`src/rtl/maj_net_pkg.sv`:
```
// rtl/maj_net_pkg.sv - shared types for the programmable majority network
package maj_net_pkg;

  // Widest operand select carried in the gate table; the top zero-extends into it.
  localparam int SEL_MAX_W = 8;

  localparam logic [SEL_MAX_W-1:0] SEL_CONST0 = '0;

  typedef enum logic [1:0] {
    IDLE = 2'd0,
    EVAL = 2'd1,
    DONE = 2'd2
  } state_t;

  typedef struct packed {
    logic                 inv;
    logic [SEL_MAX_W-1:0] sel;
  } operand_t;

  typedef struct packed {
    operand_t c;
    operand_t b;
    operand_t a;
  } gate_cfg_t;

endpackage

```
`src/rtl/maj_net_eval_maj3_inv.sv`:
```
// rtl/maj_net_eval_maj3_inv.sv - three-input majority gate with per-operand inversion
module maj3_inv (
  input  logic a,
  input  logic b,
  input  logic c,
  input  logic inv_a,
  input  logic inv_b,
  input  logic inv_c,
  output logic y
);

  logic aa, bb, cc;

  assign aa = a ^ inv_a;
  assign bb = b ^ inv_b;
  assign cc = c ^ inv_c;
  assign y  = (aa & bb) | (aa & cc) | (bb & cc);

endmodule

```
`src/rtl/maj_net_eval.sv`:
```
// rtl/maj_net_eval.sv - programmable majority-gate network, evaluated one gate per cycle
module maj_net_eval
  import maj_net_pkg::*;
#(
  parameter  int NUM_IN    = 7,
  parameter  int NUM_GATES = 8,
  localparam int SEL_W     = $clog2(1 + NUM_IN + NUM_GATES),
  localparam int GW        = $clog2(NUM_GATES),
  localparam int OPW       = SEL_W + 1
) (
  input  logic              clk,
  input  logic              rst,
  input  logic              cfg_we,
  input  logic [GW-1:0]     cfg_addr,
  input  logic [3*OPW-1:0]  cfg_data,
  input  logic              cfg_len_we,
  input  logic [GW:0]       cfg_len,
  input  logic              in_valid,
  output logic              in_ready,
  input  logic [NUM_IN-1:0] x,
  output logic              out_valid,
  input  logic              out_ready,
  output logic              out
);

  state_t                 state, state_nx;
  gate_cfg_t              gtab [NUM_GATES];
  logic [NUM_GATES-1:0]   res;
  logic [NUM_IN-1:0]      xr;
  logic [GW:0]            len;
  logic [GW-1:0]          idx;
  logic                   out_r;
  logic                   last;
  logic                   g_out;
  logic                   op_a, op_b, op_c;
  gate_cfg_t              cur;

  function automatic operand_t unpack_op(input logic [OPW-1:0] f);
    operand_t o;
    o.inv = f[OPW-1];
    o.sel = SEL_MAX_W'(f[SEL_W-1:0]);
    return o;
  endfunction

  // Gate references at or beyond the gate being evaluated read 0, as do unused encodings.
  function automatic logic fetch(input operand_t op, input logic [NUM_IN-1:0] xv,
                                 input logic [NUM_GATES-1:0] rv, input int cur_g);
    logic v;
    v = 1'b0;
    if (op.sel != SEL_CONST0) begin
      for (int i = 0; i < NUM_IN; i++)
        if (int'(op.sel) == i + 1) v = xv[i];
      for (int g = 0; g < NUM_GATES; g++)
        if (int'(op.sel) == NUM_IN + 1 + g && g < cur_g) v = rv[g];
    end
    return v;
  endfunction

  function automatic logic [GW:0] clamp_len(input logic [GW:0] l);
    if (l == '0) return (GW+1)'(1);
    if (int'(l) > NUM_GATES) return (GW+1)'(NUM_GATES);
    return l;
  endfunction

  assign cur  = gtab[idx];
  assign op_a = fetch(cur.a, xr, res, int'(idx));
  assign op_b = fetch(cur.b, xr, res, int'(idx));
  assign op_c = fetch(cur.c, xr, res, int'(idx));
  assign last = ({1'b0, idx} == len - 1'b1);

  maj3_inv u_gate (
    .a     (op_a),
    .b     (op_b),
    .c     (op_c),
    .inv_a (cur.a.inv),
    .inv_b (cur.b.inv),
    .inv_c (cur.c.inv),
    .y     (g_out)
  );

  always_ff @(posedge clk) begin
    if (rst) state <= IDLE;
    else     state <= state_nx;
  end

  always_comb begin
    state_nx = state;
    case (state)
      IDLE:    if (in_valid)  state_nx = EVAL;
      EVAL:    if (last)      state_nx = DONE;
      DONE:    if (out_ready) state_nx = IDLE;
      default: state_nx = IDLE;
    endcase
  end

  always_ff @(posedge clk) begin
    if (rst) begin
      for (int i = 0; i < NUM_GATES; i++) gtab[i] <= '0;
      len   <= (GW+1)'(1);
      xr    <= '0;
      res   <= '0;
      idx   <= '0;
      out_r <= 1'b0;
    end else begin
      // Config lands on the accepting edge too, so the run it starts already sees it.
      if (state == IDLE) begin
        if (cfg_we && int'(cfg_addr) < NUM_GATES)
          gtab[cfg_addr] <= '{a: unpack_op(cfg_data[0*OPW +: OPW]),
                              b: unpack_op(cfg_data[1*OPW +: OPW]),
                              c: unpack_op(cfg_data[2*OPW +: OPW])};
        if (cfg_len_we) len <= clamp_len(cfg_len);
        if (in_valid) begin
          xr  <= x;
          res <= '0;
          idx <= '0;
        end
      end
      if (state == EVAL) begin
        res[idx] <= g_out;
        if (last) out_r <= g_out;
        else      idx   <= idx + 1'b1;
      end
      if (state == DONE && out_ready) out_r <= 1'b0;
    end
  end

  assign in_ready  = (state == IDLE);
  assign out_valid = (state == DONE);
  assign out       = out_r && (state == DONE);

endmodule
```
`config.mk`:
```
export PLATFORM = sky130hd
export DESIGN_NAME = maj_net_eval
export DESIGN_NICKNAME = d
export VERILOG_FILES = /design/src/rtl/maj_net_pkg.sv /design/src/rtl/maj_net_eval_maj3_inv.sv /design/src/rtl/maj_net_eval.sv
export SDC_FILE = /design/constraint.sdc
export NUM_CORES = 1
export LEC_CHECK = 0
export CAP_MARGIN = 20
export CORE_MARGIN = 1.5
export CORE_UTILIZATION = 60
export CTS_CLUSTER_DIAMETER = 120
export DETAILED_ROUTE_END_ITERATION = 6
export HOLD_SLACK_MARGIN = 0.05
export PLACE_DENSITY = 0.88
export SLEW_MARGIN = 10
export SYNTH_ARGS = -nofsm -noshare
export SYNTH_HDL_FRONTEND = slang
export SYNTH_SLANG_ARGS = --single-unit
```
`constraint.sdc`:
```
create_clock -name clk -period 5.1 [get_ports clk]
set_input_delay 1.02 -clock clk [delete_from_list [all_inputs] [get_ports clk]]
set_output_delay 1.02 -clock clk [all_outputs]
set_load 0.02 [all_outputs]
```
# Word-level counts from Yosys, hierarchy flattened
# Memory sizes are Yosys's and may differ from the RTL's. A register that Yosys moved wholly into a read port is not among the register bits.
# Cells that the tools add are included.
# Widths: inputs -> output; s select.
[op_classes] n_addsub=2 n_lt_le_gt_ge=10 eq_ne=48 n_mux=83 n_bitwise=8 reduce_logical=35
[ops] op="$eq 8x5->1 const B" count=21
[ops] op="$eq 8x4->1 const B" count=12
[ops] op="$mux 1" count=62
[ops] op="$eq 8x3->1 const B" count=6
[ops] op="$mux 8" count=4
[ops] op="$eq 8x2->1 const B" count=3
[ops] op="$logic_and 1x1->1" count=24
[ops] op="$reduce_bool 8->1" count=3
[ops] op="$mux 3" count=6
[ops] op="$mux 4" count=4
[ops] op="$mux 15" count=1
[ops] op="$reduce_or 15->1" count=1
[ops] op="$lt 3x3->1 const A" count=3
[ops] op="$bwmux 8" count=1
[ops] op="$lt 1x3->1 const A" count=2
[ops] op="$lt 2x3->1 const A" count=2
[ops] op="$mux 2" count=3
[ops] op="$pmux 2 s3" count=1
[ops] op="$reduce_and 2->1" count=3
[ops] op="$eq 3x4->1" count=1
[ops] op="$gt 4x4->1 const B" count=1
[ops] op="$logic_not 4->1" count=1
[ops] op="$lt 3x4->1 const B" count=1
[ops] op="$ne 2x2->1 const B" count=2
[ops] op="other kinds (13)" count=18
[totals] ff_bits=25 ram_bits=120 inputBits=35 output_inout_bits=3 word_cells=193 mem_count=1
[memory_table] name="gtab" depth=8 word_bits=15 read_ports=1 rd_ports_with_merged_regs=1 wr=8 line_no="maj_net_eval.sv:27" text="gate_cfg_t gtab [NUM_GATES];"

# Longest topological paths before layout
# Gate-level depths: netlist of the first run.
[logic_depth] word_depth=22 depth_mapped=15 depth_no_buf=12

# Hierarchy
# A second synthesis of the first run with hierarchy kept.
[unflattened] cells_unflattened=654 area_unflattened_um2=7529.7
[by_module_without_submodules] mod="maj_net_eval" instances=1 cells_each=650 area_per_inst_um2=7492.2
[by_module_without_submodules] mod="maj3_inv" instances=1 cells_each=4 area_per_inst_um2=37.5

# Least setup slack after synthesis of the first run
# OpenSTA, ideal clock, no wires.
[synth_path] path_type="reg2reg" from="register idx[0]" to="register res[0]" arrival_ns=3.272 path_slack_ns=1.741 stages_incl_launch_ff=12 n_path_buf=1 path_cell_list="dfxtp_1 -> buf_6 -> mux4_2 -> mux2_4 -> or3_1 -> a2111oi_2 -> a41oi_1 -> and4_4 -> or3_4 -> a211oi_4 -> o21ai_2 -> o31ai_1"
[synth_via] elab_chain_cells=16 word_cells_on_any_way=67
[synth_rtl] item="from (decl)" line_no="maj_net_eval.sv:31" text="logic [GW-1:0] idx;"
[synth_rtl] item="from (signal assigned)" line_no="maj_net_eval.sv:121" text="else idx <= idx + 1'b1;"
[synth_rtl] item="$lt 1x3->1" line_no="maj_net_eval.sv:54" text="if (int'(op.sel) == NUM_IN + 1 + g && g < cur_g) v = rv[g];"
[synth_rtl] item="$logic_and 1x1->1" line_no="maj_net_eval.sv:54"
[synth_rtl] item="$mux 1 (7 in series)" line_no="maj_net_eval.sv:54"
[synth_rtl] item="$mux 1" line_no="maj_net_eval.sv:50" text="if (op.sel != SEL_CONST0) begin"
[synth_rtl] item="$xor 1x1->1, on equally long branches" line_no="maj_net_eval_maj3_inv.sv:14, maj_net_eval_maj3_inv.sv:15, maj_net_eval_maj3_inv.sv:16"
[synth_rtl] item="$and 1x1->1" line_no="maj_net_eval_maj3_inv.sv:17" text="assign y = (aa & bb) | (aa & cc) | (bb & cc);"
[synth_rtl] item="$or 1x1->1 (2 in series)" line_no="maj_net_eval_maj3_inv.sv:17"
[synth_rtl] item="$bwmux 8 *" line_no="maj_net_eval.sv:119" text="res[idx] <= g_out;"
[synth_rtl] item="$mux 8 *" line_no="maj_net_eval.sv:118" text="if (state == EVAL) begin"
[synth_rtl] item="to (signal, indexed assignment)" line_no="maj_net_eval.sv:119"
[synth_rtl] item="to (decl)" line_no="maj_net_eval.sv:28" text="logic [NUM_GATES-1:0] res;"
# Mark *: on every way between the ends. The rest lies on a longest branch, timed or not.
# A chain may end at the register's enable or synchronous reset.

# Final worst setup path of the first run
# Ends and elaborated chain as after synthesis.

==> results of run 1 <==
state kept, by name (all words and copies together), names as in the netlist:
name	cells
gtab	120
idx	3
len	4
out_r	1
res	7
state	2
xr	7
kinds of logic after synthesis:
family,after synthesis
muxes,56
DFF,144
AOI/OAI and AO/OA,111
xor gates and xnor gates,4
buffers and inverters,49
and+or+nand+nor,304
adders and majority gates,3
where the power goes:
group          total (mW)  leakage [nW]  switching [mW]  internal [mW]
clock                1.21         0.272           0.493          0.717
sequential           1.37          1.44          0.0416           1.33
combinational       0.388          1.47           0.231          0.157
total                2.97          3.18           0.766           2.20
cell type report:
class                      count  area share
inverter                      11     0.00469
clock inverter                14      0.0159
multi-input combinational    478       0.386
clock buffer                  18      0.0487
tap                          172      0.0244
timing repair buffer          54      0.0566
sequential                   144       0.464
metal layers:
layer  vias up  share of wire  global-route usage
met5         -              0                   0
met4         0          0.042               0.167
met3        66          0.099              0.0830
met2       333           0.47               0.496
met1      2783           0.39               0.403
li1       2566              -                   -
synthesized netlist by cell type (all sizes together), types with 3 or more instances:
cell type	instances
and2	124
edfxtp	120
nand2	44
nor2	35
a21oi	30
clkbuf	24
dfxtp	24
mux2i	22
mux4	20
o21ai	18
nor3	16
nand2b	15
buf	14
mux2	14
inv	11
nand3	11
o211ai	10
or2	9
nor2b	8
a211oi	7
a221oi	7
and3	7
nand4	6
o31ai	6
nand3b	5
nor3b	5
or3	5
a31oi	4
xnor2	4
a211o	3
a21o	3
ha	3
nor4	3
stage by stage:
stage / hold slack, ps / util / power (mW) / instance area (sq um) / std cells
finish: 503 / 0.701 / 2.97 / 8810 / 891
global route: 521 / 0.701 / 3.05 / 8810 / 891
CTS: 487 / 0.700 / 2.97 / 8800 / 890
detailed placement: 467 / 0.655 / 1.77 / 8230 / 858
floorplan: 439 / - / 1.64 / 7680 / 671
global placement: 453 / 0.655 / 1.75 / 8230 / 858
worst max path at each step:
| stage | from | endpoint | slack (ps) | cells after the start |
|---|---|---|---|---|
| floorplan | idx[0] | res[0] | 1740 | 11 |
| global placement | idx[1] | res[4] | 1240 | 12 |
| detailed placement | idx[0] | res[4] | 1060 | 11 |
| CTS | idx[0] | res[0] | 1000 | 11 |
| global route | idx[0] | res[0] | 640 | 11 |
| finish | idx[0] | res[0] | 980 | 11 |
worst max-delay path: cells and delay by family, from the launching register on:
| family | cells | cell delay, ps |
|---|---|---|
| AOI/OAI and AO/OA | 5 | 1150 |
| buffers and inverters | 2 | 500 |
| and+or+nand+nor | 2 | 620 |
| muxes | 2 | 930 |
| DFF | 1 | 810 |
==> impl_metrics.tcl, run 1 <==
set metrics [dict create \
    status "finished, final reports clean" \
    max_slew_margin 0.506 \
    cts_buffers 17 \
    grt_pass1_wl_mm 30.8 \
    drtIter0Drc 902 \
    synth_mux_area_frac 0.108 \
    synth_area_sq_mm 0.00768 \
    fp.dieH_um 116 \
    synthToLayoutAreaGrowth_pct 14.6 \
    io_pins 38 \
    max_freq_ghz 0.243 \
    start_util 0.611 \
    wl_per_cell_um 22.7 \
    clkSinkCount 144 \
    leakagePower_nw 3.18 \
    cp-end-kind "flip-flop" \
    dp_slack_ps 1060 \
    multi_input_area_sq_mm 0.00340 \
    power_density_mw_per_mm2 337 \
    drv_slew 0 \
    period_minus_slack_ps 4120 \
    cts_resized 0 \
    routed_wl_mm 20.2 \
    ys_warn_count 0 \
    grt_overflow 0 \
    min_path_cells 2 \
    r2r_end "res[0]" \
    synth-simple-area-share 0.223 \
    synth_top_area_share 0.469 \
    setup_ws_ps 977 \
    htree_levels 4 \
    clk_latency_ps 430 \
    dp_hpwl_mm 13.1 \
    synth_xor_area_frac 0.00456 \
    maxCapViolCount 0 \
    fin_crit_sh 0.809 \
    yosysTopAreaCell "edfxtp_1" \
    post_cts_buffers 0 \
    critPathSlowestCell "dfxtp_2" \
    track_usage 0.315 \
    cts_hold_buf 0 \
    synth-compound-area-share 0.101 \
    crit_path_max_incr_delay_ps 810 \
    synth_edf_count 120 \
    grt_start_max_net_pins 35 \
    yosys.area_share.adder 0.00488 \
    nets 744 \
    antenna_left 0 \
    critical_path_class "reg2reg" \
    r2r_cells 11 \
    clockBufferDepth 2 \
    remaining_drc_errors 0 \
    critPathLaunchType "flip-flop" \
    worst_slew_pin_slew_ps 741 \
    layout_commonest_cell "and2_1" \
    seqCellArea_sq_mm 0.00409 \
    finClkSkew_ps 9.92 \
    grt_pass1_vias 5609 \
    first_pass_iters 5 \
    cts_tree "yes" \
    die_w_um 116 \
    avgSynthCellArea_sq_um 11.5 \
    n_antenna_cell 0 \
    gp_congestion 0.971 \
    final_cell_mix "and2_1 (124), edfxtp_1 (120), nand2_1 (44), clkdlybuf4s50_1 (37), nor2_1 (35)" \
    hold_start "res[6]" \
    antenna_found_initial 0 \
    min_path_type "reg2reg" \
    arrival_ps 4460 \
    synth_top_family_by_area "simple AND/OR/NAND/NOR gates" \
    synth.distinct_cells 71 \
    syn_inst 671 \
    r2r_slack_ps 980 \
    hold_viol 0 \
    syn_nets 709 \
    yosys_register_bits 144 \
    fp.dieArea_sq_mm 0.0135 \
    whs_endpoint "res[6]" \
    rsz0062_at_grt "false" \
    core.rowCount 41 \
    final-setup-viol-count 0 \
    crit_fanout 31 \
    ys_seq_area_frac 0.531 \
    synthArstFlopShare 0 \
    tns_ps 0 \
    core_area_sq_mm 0.0126 \
    path_clk_slew_ps 60 \
    worstPathRequired_ps 5440 \
    rr_startpoint "idx[0]" \
    synth_ff_type "edfxtp_1" \
    vias 5748 \
    n_fill_cell 876 \
    cts_root_buf "clkbuf_16" \
    vias_per_cell 6.45 \
    worstPathCellList "buf_4 > mux4_2 > mux2i_1 > inv_2 > nor4_1 > a211oi_1 > and4_1 > a211o_1 > o211ai_2 > o21ai_2 > o31ai_1" \
    port_buffers 37 \
    ir_drop_mv 0.299 \
    synth_area_leaders "edfxtp_1 (47%), and2_1 (10%), dfxtp_1 (6.3%), mux4_2 (5.9%), mux2i_1 (2.9%)" \
    drive_above_1_share 0.139 \
]
(Power assumes the default switching activity.)
==> run 2: changes to the inputs <==
clock period = 3.83 ns   (was 5.1 ns; I/O delays follow)
==> impl_metrics.tcl, run 2 (synthesis results as in run 1) <==
set metrics [dict create \
    min_path_type "reg2reg" \
    rsz0062_at_grt "false" \
    status "finished, final reports clean" \
    worst_slew_pin_slew_ps 597 \
    cts_buffers 17 \
    ir_drop_mv 0.373 \
    nets 757 \
    drive_above_1_share 0.160 \
    postPlaceCellArea_sq_mm 0.00832 \
    die_w_um 116 \
    antenna_left 0 \
    cts_tree "yes" \
    stdcell_area_sq_mm 0.00893 \
    clk_latency_ps 430 \
    critical_path_class "reg2reg" \
    seqCellArea_sq_mm 0.00409 \
    max_slew_margin 0.598 \
    vias_per_cell 6.43 \
    grt_pass1_vias 5779 \
    routed_wl_mm 20.5 \
    core.rowCount 41 \
    largest_reg_flops 120 \
    met1_length_mm 7.79 \
    fp.dieArea_sq_mm 0.0135 \
    vias 5813 \
    power_density_mw_per_mm2 442 \
    htree_levels 4 \
    clockBufferDepth 2 \
    hold_viol 0 \
    final_cell_mix "and2_1 (124), edfxtp_1 (120), nand2_1 (44), clkdlybuf4s50_1 (37), nor2_1 (35)" \
    track_usage 0.327 \
    dr_wl_met3_mm 2.16 \
    grt_overflow 0 \
    grt_pass1_wl_mm 31.7 \
    finalPower_mw 3.94 \
    multi_input_area_sq_mm 0.00341 \
    cp-end-kind "flip-flop" \
    gp_congestion 0.908 \
    n_fill_cell 862 \
    fin_crit_sh 0.957 \
    final-setup-viol-count 0 \
    arrival_ps 3990 \
    cts_hold_buf 0 \
    fp.dieH_um 116 \
    critPathLaunchType "flip-flop" \
    crit_fanout 13 \
    first_pass_iters 5 \
    dp_hpwl_mm 13.3 \
    clkSinkCount 144 \
    r2r_cells 11 \
    wl_met2_mm 9.76 \
    max_freq_ghz 0.273 \
    cts_root_buf "clkbuf_16" \
    maxCapViolCount 0 \
    drtIter0Drc 767 \
    reg_top3 "gtab x120, res x7, xr x7" \
    remaining_drc_errors 0 \
    leakagePower_nw 3.25 \
    routed.top_layer "met4" \
    finClkSkew_ps 15.0 \
    worstPathRequired_ps 4150 \
    period_minus_slack_ps 3660 \
    core_area_sq_mm 0.0126 \
    drv_slew 0 \
    regMostFlops "gtab" \
    path_clk_slew_ps 60 \
    io_pins 38 \
    layout_commonest_cell "and2_1" \
    critPathSlowestCell "dfxtp_2" \
    tns_ps 0 \
    grt_start_max_net_pins 48 \
    wl_per_cell_um 22.7 \
    crit_path_max_incr_delay_ps 470 \
    antenna_found_initial 0 \
    start_util 0.611 \
    synthToLayoutAreaGrowth_pct 16.2 \
    min_path_cells 2 \
    worstPathCellList "buf_4 > mux2i_1 > mux4_2 > nand2_1 > a22o_1 > a2111o_1 > and4_4 > or3_4 > a211oi_4 > o21ai_2 > o31ai_1" \
    port_buffers 37 \
    n_antenna_cell 0 \
]
## run 2: metrics by stage
step	instances	setup slack (ps)	utilization	hold WS (ps)
floorplan	671	471	-	439
global placement	869	318	0.662	457
detailed placement	869	231	0.662	465
CTS	901	157	0.707	480
global route	904	5.18	0.710	510
finish	904	165	0.710	478
## run 2: path summary, 6_finish.rpt
check | from | end | slack [ps]
setup / recovery | idx[0] | res[0] | 170
hold / removal | len[0] | len[0] | 480
setup reg to reg | idx[0] | res[0] | 170
hold reg to reg | len[0] | len[0] | 480
## run 2: timing repair
| action | in CTS | in global routing |
|---|---|---|
| resized for setup | 0 | 5 |
| setup endpoints to repair | 0 | 8 |
| buffers inserted | 0 | 3 |
## run 2: critical path: cells and delay by family (launching register included)
| family | cells | cell delay, ps |
|---|---|---|
| buffers and inverters | 1 | 270 |
| AOI/OAI and AO/OA | 5 | 1480 |
| DFF | 1 | 470 |
| and+or+nand+nor | 3 | 760 |
| muxes | 2 | 580 |
## run 2: layout make-up
type | instances | share of cell area
Inverter | 11 | 0.00505
Timing Repair Buffer | 67 | 0.0681
Clock buffer | 18 | 0.0481
Tap cell | 172 | 0.0241
Sequential cell | 144 | 0.458
Multi-Input combinational cell | 478 | 0.382
Clock inverter | 14 | 0.0147
## run 2: report_power, final
part,switching [mW],internal [mW],leakage [nW]
Combinational,0.327,0.221,1.54
Clock,0.677,0.903,0.273
Sequential,0.0440,1.77,1.44
## run 2: routing by layer
metal	GRT usage	vias to the layer above
met5	0	-
met2	0.517	349
met4	0.151	0
met3	0.0919	70
met1	0.423	2806
li1	-	2588
==> run 3: changes to the inputs <==
CORE_ASPECT_RATIO = 1.4   (was default)
==> impl_metrics.tcl, run 3 (synthesis results as in run 1) <==
set metrics [dict create \
    fp.dieH_um 137 \
    drv_slew 0 \
    track_usage 0.327 \
    wl_per_cell_um 24.4 \
    clockBufferDepth 2 \
    worst_slew_pin_slew_ps 817 \
    violations "DRC" \
    reg_top3 "gtab x120, res x7, xr x7" \
    leakagePower_nw 3.24 \
    rsz0062_at_grt "true" \
    path_buf_inv 0 \
    globalRouteMet2Util 0.566 \
    synthToLayoutAreaGrowth_pct 16.2 \
    grtUsageMet3 0.0710 \
    r2r_slack_ps 130 \
    drtIter0Drc 752 \
    gp_congestion 1.02 \
    cts_tree "yes" \
    critPathTopFamily "compound AO/OA/AOI/OAI gates" \
    worstPathCellList "mux4_2 > mux2_4 > or3_1 > a2111oi_2 > a41oi_1 > and4_4 > or3_4 > a211oi_4 > o21ai_2 > o31ai_2" \
    vias 6048 \
    met1_usage 0.377 \
    crit_path_max_incr_delay_ps 540 \
    nets 751 \
    cts_buffers 17 \
    htree_levels 4 \
    ir_drop_mv 0.326 \
    die_w_um 98.7 \
    start_util 0.618 \
    antenna_found_initial 0 \
    grt_pass1_vias 6000 \
    maxCapViolCount 0 \
    max_freq_ghz 0.270 \
    arrival_ps 4030 \
    critPathSlowestCell "mux4_2" \
    busiest_layer "met2" \
    holdWs_ps 495 \
    rr_startpoint "idx[0]" \
    n_fill_cell 759 \
    worstPathRequired_ps 4160 \
    critical_path_class "reg2reg" \
    drive_above_1_share 0.153 \
    grt_start_max_net_pins 55 \
    fp.dieArea_sq_mm 0.0135 \
    hold_start "len[0]" \
    final-setup-viol-count 0 \
    r2r_cells 10 \
    port_buffers 37 \
    first_pass_iters 7 \
    layout_commonest_cell "and2_1" \
    grt_pass1_wl_mm 32.8 \
    dp_hpwl_mm 13.1 \
    final_util 0.718 \
    final_cell_mix "and2_1 (124), edfxtp_1 (120), nand2_1 (44), clkdlybuf4s50_1 (37), nor2_1 (35)" \
    cts_root_buf "clkbuf_16" \
    io_pins 38 \
    min_path_type "reg2reg" \
    period_minus_slack_ps 3700 \
    regMostFlops "gtab" \
    hold_viol 0 \
    largest_reg_flops 120 \
    crit_fanout 12 \
    antenna_left 0 \
    clk_latency_ps 430 \
    fin_crit_sh 0.965 \
    r2r_end "res[4]" \
    whs_endpoint "len[0]" \
    power_density_mw_per_mm2 459 \
    core.rowCount 48 \
    max_slew_margin 0.450 \
    grt_overflow 0 \
    vias_per_cell 6.90 \
    n_antenna_cell 0 \
    routed_wl_mm 21.3 \
    min_path_cells 2 \
    remaining_drc_errors 5 \
    path_clk_slew_ps 60 \
    clkSinkCount 144 \
    critPathLaunchType "flip-flop" \
    status "finished, violations left" \
    core_area_sq_mm 0.0124 \
    cts_hold_buf 0 \
    finClkSkew_ps 8.66 \
    cp-end-kind "flip-flop" \
]
-- run 3: layout make-up --
class | instances | area (sq um) | area share
Clock buffer | 17 | 425 | 0.0476
Clock inverter | 15 | 180 | 0.0202
Inverter | 11 | 41.3 | 0.00462
Multi-Input combinational cell | 478 | 3430 | 0.384
Sequential cell | 144 | 4090 | 0.458
Tap cell | 150 | 188 | 0.0210
Timing Repair Buffer | 61 | 571 | 0.0639
-- run 3: how the worst max path moves through the flow --
stage	startpoint	endpoint	slack (ps)	depth (start not counted)
after global placement	idx[0]	res[0]	260	11
after CTS	idx[0]	res[4]	40	11
final	idx[0]	res[4]	130	10
after global routing	idx[0]	res[0]	-6	10
after floorplan	idx[0]	res[0]	470	11
after detailed placement	idx[0]	res[4]	-80	11
-- run 3: worst register-to-register path: cells and delay by family (launching register included) --
family	cells	cell delay, ps
simple gates	3	1010
flops	1	470
compound gates	5	1240
mux	2	870
-- run 3: repair_timing --
action / CTS / global route
pin swaps: 0 / 1
resized for setup: 2 / 7
setup buffers: 0 / 2
endpoints found under the setup margin: 8 / 8
cloned: 0 / 0
-- run 3: stage by stage --
step	worst slack, ps	area, sq um	std cells	power [mW]	setup TNS [ps]
after floorplan	471	7680	671	2.18	0
after global placement	263	8260	842	2.33	0
after detailed placement	-79.4	8260	842	2.36	-114
after CTS	42.5	8870	874	4.06	0
after global routing	-5.98	8930	876	4.19	-5.98
final	132	8930	876	4.10	0
-- run 3: where the power goes --
part / internal [mW] / switching [mW] / total [mW]
sequential: 1.77 / 0.0484 / 1.82
combinational: 0.220 / 0.335 / 0.555
clock: 1.03 / 0.689 / 1.72
-- run 3: per-layer routing --
layer | share of wire | up-vias
met4 | 0.051 | 0
met1 | 0.35 | 2928
met5 | 0 | -
li1 | - | 2571
met2 | 0.50 | 444
met3 | 0.098 | 105
